**src/rtl/tdm_pkg.sv**
```systemverilog
// rtl/tdm_pkg.sv - shared types, constants and helpers for the tdm demux
package tdm_pkg;

  localparam int NSLOT = 4;

  typedef logic [1:0] slot_t;

  typedef enum logic {
    HUNT = 1'b0,
    RECV = 1'b1
  } tdm_state_e;

  // Increment v by one unless it already sits at maxv.
  function automatic logic [31:0] sat_inc(input logic [31:0] v, input logic [31:0] maxv);
    return (v >= maxv) ? maxv : v + 32'd1;
  endfunction

endpackage

```
**src/rtl/tdm_slot_ctr.sv**
```systemverilog
// rtl/tdm_slot_ctr.sv - framing FSM, slot counter and sync-error accounting
module tdm_slot_ctr
  import tdm_pkg::*;
#(
  parameter int ERRW = 8
) (
  input  logic            clk,
  input  logic            rst_n,
  input  logic            in_valid,
  input  logic            in_sof,
  output logic [1:0]      slot,
  output logic [3:0]      slot_we,
  output logic            frame_done,
  output logic            sync_err,
  output logic [ERRW-1:0] err_cnt
);

  localparam logic [31:0] ERR_MAX = 32'((64'd1 << ERRW) - 64'd1);

  tdm_state_e state, state_nxt;
  slot_t      slot_q, slot_nxt;
  logic       err_nxt;

  assign slot = slot_q;

  // State, slot index and error counter registers.
  always_ff @(posedge clk or negedge rst_n) begin
    if (!rst_n) begin
      state    <= HUNT;
      slot_q   <= '0;
      sync_err <= 1'b0;
      err_cnt  <= '0;
    end else begin
      state    <= state_nxt;
      slot_q   <= slot_nxt;
      sync_err <= err_nxt;
      if (err_nxt) begin
        err_cnt <= ERRW'(sat_inc(32'(err_cnt), ERR_MAX));
      end
    end
  end

  // Next-state decode; a SOF always restarts at slot 0, whatever the state.
  always_comb begin
    state_nxt  = state;
    slot_nxt   = slot_q;
    slot_we    = '0;
    frame_done = 1'b0;
    err_nxt    = 1'b0;
    if (in_valid) begin
      case (state)
        HUNT: begin
          if (in_sof) begin
            slot_we[0] = 1'b1;
            slot_nxt   = 2'd1;
            state_nxt  = RECV;
          end
        end
        RECV: begin
          if (in_sof) begin
            err_nxt    = 1'b1;
            slot_we[0] = 1'b1;
            slot_nxt   = 2'd1;
          end else begin
            slot_we[slot_q] = 1'b1;
            if (slot_q == 2'(NSLOT - 1)) begin
              frame_done = 1'b1;
              slot_nxt   = 2'd0;
              state_nxt  = HUNT;
            end else begin
              slot_nxt = slot_q + 2'd1;
            end
          end
        end
        default: state_nxt = HUNT;
      endcase
    end
  end

endmodule

```
**src/rtl/tdm_demux4.sv**
```systemverilog
// rtl/tdm_demux4.sv - four-slot tdm demultiplexer with atomic frame publish
module tdm_demux4
  import tdm_pkg::*;
#(
  parameter int W    = 3,
  parameter int ERRW = 8
) (
  input  logic            clk,
  input  logic            rst_n,
  input  logic            in_valid,
  input  logic            in_sof,
  input  logic [W-1:0]    in_data,
  output logic [W-1:0]    y0,
  output logic [W-1:0]    y1,
  output logic [W-1:0]    y2,
  output logic [W-1:0]    y3,
  output logic            out_valid,
  output logic [1:0]      slot,
  output logic            sync_err,
  output logic [ERRW-1:0] err_cnt
);

  logic [3:0]   slot_we;
  logic         frame_done;
  logic [W-1:0] shadow0, shadow1, shadow2;

  tdm_slot_ctr #(
    .ERRW (ERRW)
  ) u_ctr (
    .clk        (clk),
    .rst_n      (rst_n),
    .in_valid   (in_valid),
    .in_sof     (in_sof),
    .slot       (slot),
    .slot_we    (slot_we),
    .frame_done (frame_done),
    .sync_err   (sync_err),
    .err_cnt    (err_cnt)
  );

  // Shadow capture for slots 0..2; slot 3 goes straight to the outputs.
  always_ff @(posedge clk or negedge rst_n) begin
    if (!rst_n) begin
      shadow0 <= '0;
      shadow1 <= '0;
      shadow2 <= '0;
    end else begin
      if (slot_we[0]) shadow0 <= in_data;
      if (slot_we[1]) shadow1 <= in_data;
      if (slot_we[2]) shadow2 <= in_data;
    end
  end

  // Publish the whole frame in one edge so no partial frame is ever visible.
  always_ff @(posedge clk or negedge rst_n) begin
    if (!rst_n) begin
      y0        <= '0;
      y1        <= '0;
      y2        <= '0;
      y3        <= '0;
      out_valid <= 1'b0;
    end else begin
      out_valid <= frame_done;
      if (frame_done) begin
        y0 <= shadow0;
        y1 <= shadow1;
        y2 <= shadow2;
      end
      if (slot_we[3]) y3 <= in_data;
    end
  end

endmodule

```
**config.mk**
```make
export PLATFORM = sky130hd
export DESIGN_NAME = tdm_demux4
export DESIGN_NICKNAME = d
export VERILOG_FILES = /design/src/rtl/tdm_pkg.sv /design/src/rtl/tdm_slot_ctr.sv /design/src/rtl/tdm_demux4.sv
export SDC_FILE = /design/constraint.sdc
export NUM_CORES = 1
export LEC_CHECK = 0
export BUFFER_PORTS_ARGS = -buffer_cell sky130_fd_sc_hd__buf_4
export CAP_MARGIN = 25
export CORE_MARGIN = 3
export CORE_UTILIZATION = 48
export DETAILED_ROUTE_END_ITERATION = 6
export GPL_TIMING_DRIVEN = 0
export HOLD_SLACK_MARGIN = 0.03
export MAX_ROUTING_LAYER = met4
export PLACE_DENSITY = 0.7
export SLEW_MARGIN = 10
export SYNTH_ARGS = -nofsm -noshare
export SYNTH_HDL_FRONTEND = slang
export SYNTH_SLANG_ARGS = --single-unit
export TNS_END_PERCENT = 10
```
**constraint.sdc**
```tcl
create_clock -name clk -period 1.5 [get_ports clk]
set_clock_uncertainty 0.1 [all_clocks]
set_input_delay 0.3 -clock clk [delete_from_list [all_inputs] [get_ports clk]]
set_output_delay 0.3 -clock clk [all_outputs]
set_load 0.05 [all_outputs]
```
==> flow_summary.json <==
{
  "synth-seq-cells": 34,
  "worstPathArrival_ns": 1.59,
  "critical_path_required_time_ns": 1.62,
  "yosys.area_share.adder_pct": 4.20,
  "setup.reg_to_reg.worst_slack_ns": 0.03,
  "slew_violations": 0,
  "drv_cap": 0,
  "path_depth": 4,
  "synth-compound-area-share_pct": 5.21,
  "synth_seq_area_share_pct": 57.1,
  "vdd.ir_drop.worst_uv": 1080,
  "critical_path_peak_fanout": 5,
  "rsz0062_at_grt": "true",
  "fin_total_pwr_mw": 4.45,
  "avgRoutedWirePerCell_um": 15.5,
  "mappedNetlistNets": 127,
  "final-instance-count-excl-fill": 187,
  "tritoncts": "built",
  "chipHeight_um": 61.7,
  "critical_path.startpoint_type": "flop",
  "count_of_cells_along_the_worst_hold_path": 2,
  "path_cells": "ha_4 > nand4b_4 > buf_6 > mux2_2",
  "worst_hold_path_endpoint": "u_ctr.slot[1]",
  "grt_first_pass_wirelength_mm": 4.77,
  "hold-worst-slack_ns": 0.106,
  "die_w_um": 61.7,
  "p_per_area_mw_per_mm2": 2280,
  "grt_antenna_before_repair": 0,
  "worst_hold_path_type": "input pin to flop",
  "gr-total-overflow": 0,
  "via_count": 1024,
  "syn_inst": 115,
  "cts_inserted_buffers": 5,
  "drt_iter0_drc": 21,
  "synth_largest_type_area_fraction_pct": 57.1,
  "synth.cell_area_sq_mm": 0.00149,
  "worst-setup-path-type": "flop to flop",
  "crit_path_top_delay_cell": "sky130_fd_sc_hd__dfrtp_2",
  "place.detailed.hpwl_mm": 1.93,
  "endpoint_kind": "flop",
  "grt_start_max_net_pins": 35,
  "row_count": 19,
  "htree_levels": 2,
  "final_nets": 168,
  "post_synth_xor_area_fraction_pct": 0.588,
  "final.setup.worst_slack_ns": 0.0299,
  "synth_cell_types": 26,
  "syn_avg_cell_area_sq_um": 13.0,
  "mostFrequentLayoutCell": "sky130_fd_sc_hd__buf_4",
  "clk_root_buf": "sky130_fd_sc_hd__clkbuf_4",
  "first_global_vias": 974,
  "synth_largest_area_cell": "sky130_fd_sc_hd__dfrtp_1",
  "synth-simple-area-share_pct": 10.1,
  "timing.reg2reg.worst_path_depth": 4,
  "worst_setup_hold_path_clk_slew_ns": 0.10,
  "drive_above_1_share_pct": 52.6,
  "drt_drc_violations_left": 0,
  "dieArea_sq_mm": 0.00381,
  "synth-warning-count": 0,
  "outcome": "finished clean",
  "crit-reg2reg-launch": "u_ctr.slot[0]",
  "avg_vias_per_cell": 5.48,
  "place_congestion": 0.816,
  "io_pins": 31,
  "rr_endpoint": "y0[0]",
  "groute.usage.overall_pct": 18.1,
  "min_from": "in_sof",
  "final_core_utilization_pct": 68.4,
  "core-area_sq_mm": 0.00285,
  "synth_top_cells_by_area": "sky130_fd_sc_hd__dfrtp_1, sky130_fd_sc_hd__mux2_2, sky130_fd_sc_hd__ha_1",
  "area.growth.synth_to_final_pct": 31.0,
  "drt_pass1_iterations": 4,
  "timing.max_slew.rel_slack_pct": 71.7,
  "antenna_left": 0,
  "critical-path-max-stage-delay_ns": 0.46,
  "muxShareOfSynthArea_pct": 19.4,
  "insertion_delay_ns": 0.33,
  "numClockSinks": 34,
  "io_buffers": 30,
  "clock.fmax_mhz": 680,
  "dpl_worst_slack_ns": -0.0419,
  "setup_failing_eps_final": 0,
  "timing_worst_slew_pin_value_ns": 0.425,
  "routed_wirelength_mm": 2.89,
  "max-clock-path-buffers": 2,
  "power.leakage_nw": 0.981,
  "final.min_clock_period_ns": 1.47,
  "top_library_cells_by_usage_in_the_layout_fill_and_taps_aside": "sky130_fd_sc_hd__buf_4, sky130_fd_sc_hd__dfrtp_1, sky130_fd_sc_hd__mux2_2",
  "initial_utilization_pct": 52.2,
  "final-hold-violation-count": 0,
  "largest_family_of_logic_cells_by_synthesized_area": "multiplexers",
  "antenna_cells_inserted": 0,
  "critPathBufInv": 1,
  "layout_worst_path_cycle_share_pct": 98.0,
  "path_delay_family": "flip-flops",
  "place_inst": 176
}
==> worst reg2reg max path, cell delays in order, from the launching register on <==
cell                       delay (ns)
sky130_fd_sc_hd__dfrtp_2         0.46
sky130_fd_sc_hd__ha_4            0.19
sky130_fd_sc_hd__nand4b_4        0.13
sky130_fd_sc_hd__buf_6           0.15
sky130_fd_sc_hd__mux2_2          0.33
==> routing by layer <==
layer | GRT usage, % | vias up | wire, um
met5 | - | - | 0
met4 | 6.97 | 0 | 29
met3 | 6.40 | 4 | 123
met2 | 26.6 | 25 | 1360
met1 | 22.9 | 499 | 1380
li1 | - | 496 | -
==> synthesized netlist by cell type <==
cell                       count
sky130_fd_sc_hd__a21oi_1       3
sky130_fd_sc_hd__o21a_1        1
sky130_fd_sc_hd__o21ai_0       4
sky130_fd_sc_hd__nand3_1       1
sky130_fd_sc_hd__dfrtp_1      34
sky130_fd_sc_hd__buf_2         2
sky130_fd_sc_hd__xnor2_1       1
sky130_fd_sc_hd__ha_1          5
sky130_fd_sc_hd__nor3b_1       1
sky130_fd_sc_hd__nand2_1       9
sky130_fd_sc_hd__a31oi_1       1
sky130_fd_sc_hd__clkbuf_1      1
sky130_fd_sc_hd__and3_1        3
sky130_fd_sc_hd__and2_1        2
sky130_fd_sc_hd__nand4b_2      1
sky130_fd_sc_hd__and3b_1       1
sky130_fd_sc_hd__mux2_1        2
sky130_fd_sc_hd__mux2_2       21
sky130_fd_sc_hd__a21o_1        1
sky130_fd_sc_hd__inv_1         6
sky130_fd_sc_hd__a22o_1        1
sky130_fd_sc_hd__and4_1        2
sky130_fd_sc_hd__o22ai_1       2
sky130_fd_sc_hd__nand4_1       5
sky130_fd_sc_hd__mux2i_1       3
sky130_fd_sc_hd__buf_4         2
==> logic make-up (layout without fill, tap and decap cells) <==
group | count (synthesis) | in the layout
multiplexers | 26 | 26
flip-flops | 34 | 34
buffers and inverters | 11 | 52
AND/OR/NAND/NOR | 25 | 25
AO/OA/AOI/OAI | 13 | 13
adder cells (fa/ha/maj) | 5 | 5
XOR/XNOR | 1 | 1
==> power by group <==
group / leakage [nW] / switching [mW] / internal (mW) / total (mW)
Sequential: 0.408 / 0.273 / 1.30 / 1.57
Clock: 0.0443 / 0.298 / 0.388 / 0.686
Combinational: 0.528 / 1.36 / 0.836 / 2.20
==> timing repair <==
item,in CTS,in global routing
setup buffers,2,0
hold buffers,1,0
gates resized for setup,3,9
hold endpoints to repair,34,0
gates cloned,1,0
endpoints found under the setup margin,9,19
==> registers in the layout (all words and copies together) (netlist names), 2 cells and up <==
signal	cells
y2	3
y1	3
y0	3
y3	3
u_ctr.err_cnt	8
shadow0	3
u_ctr.slot	2
shadow2	3
shadow1	3
==> final cells by class <==
type	count	area, sq um
fillers	207	901
well taps	31	38.8
repair buffers	34	262
multi-input cells	70	651
flip-flops and latches	34	858
inverters	6	22.5
plain buffers	5	38.8
clock buffers	6	51.3
clock inverters	1	30.0
==> how the worst max path moves through the flow <==
stage,to,from,slack [ns]
2_1_floorplan,shadow0[0],u_ctr.slot[1],-0.07
3_3_place_gp,y0[1],u_ctr.slot[0],-0.02
3_5_place_dp,y0[1],u_ctr.slot[0],-0.04
4_1_cts,shadow2[2],u_ctr.state,0.01
5_1_grt,y0[0],u_ctr.slot[0],-0.02
6_report,y0[0],u_ctr.slot[0],0.03
==> per-stage QoR <==
step / cell area, sq um / setup TNS, ns
detailed placement: 1800 / -0.381
floorplan: 1530 / -0.853
finish: 1950 / 0
global route: 1950 / -0.0973
CTS: 1920 / 0
global placement: 1800 / -0.131
Note: power is estimated with default switching activity, not from simulation.
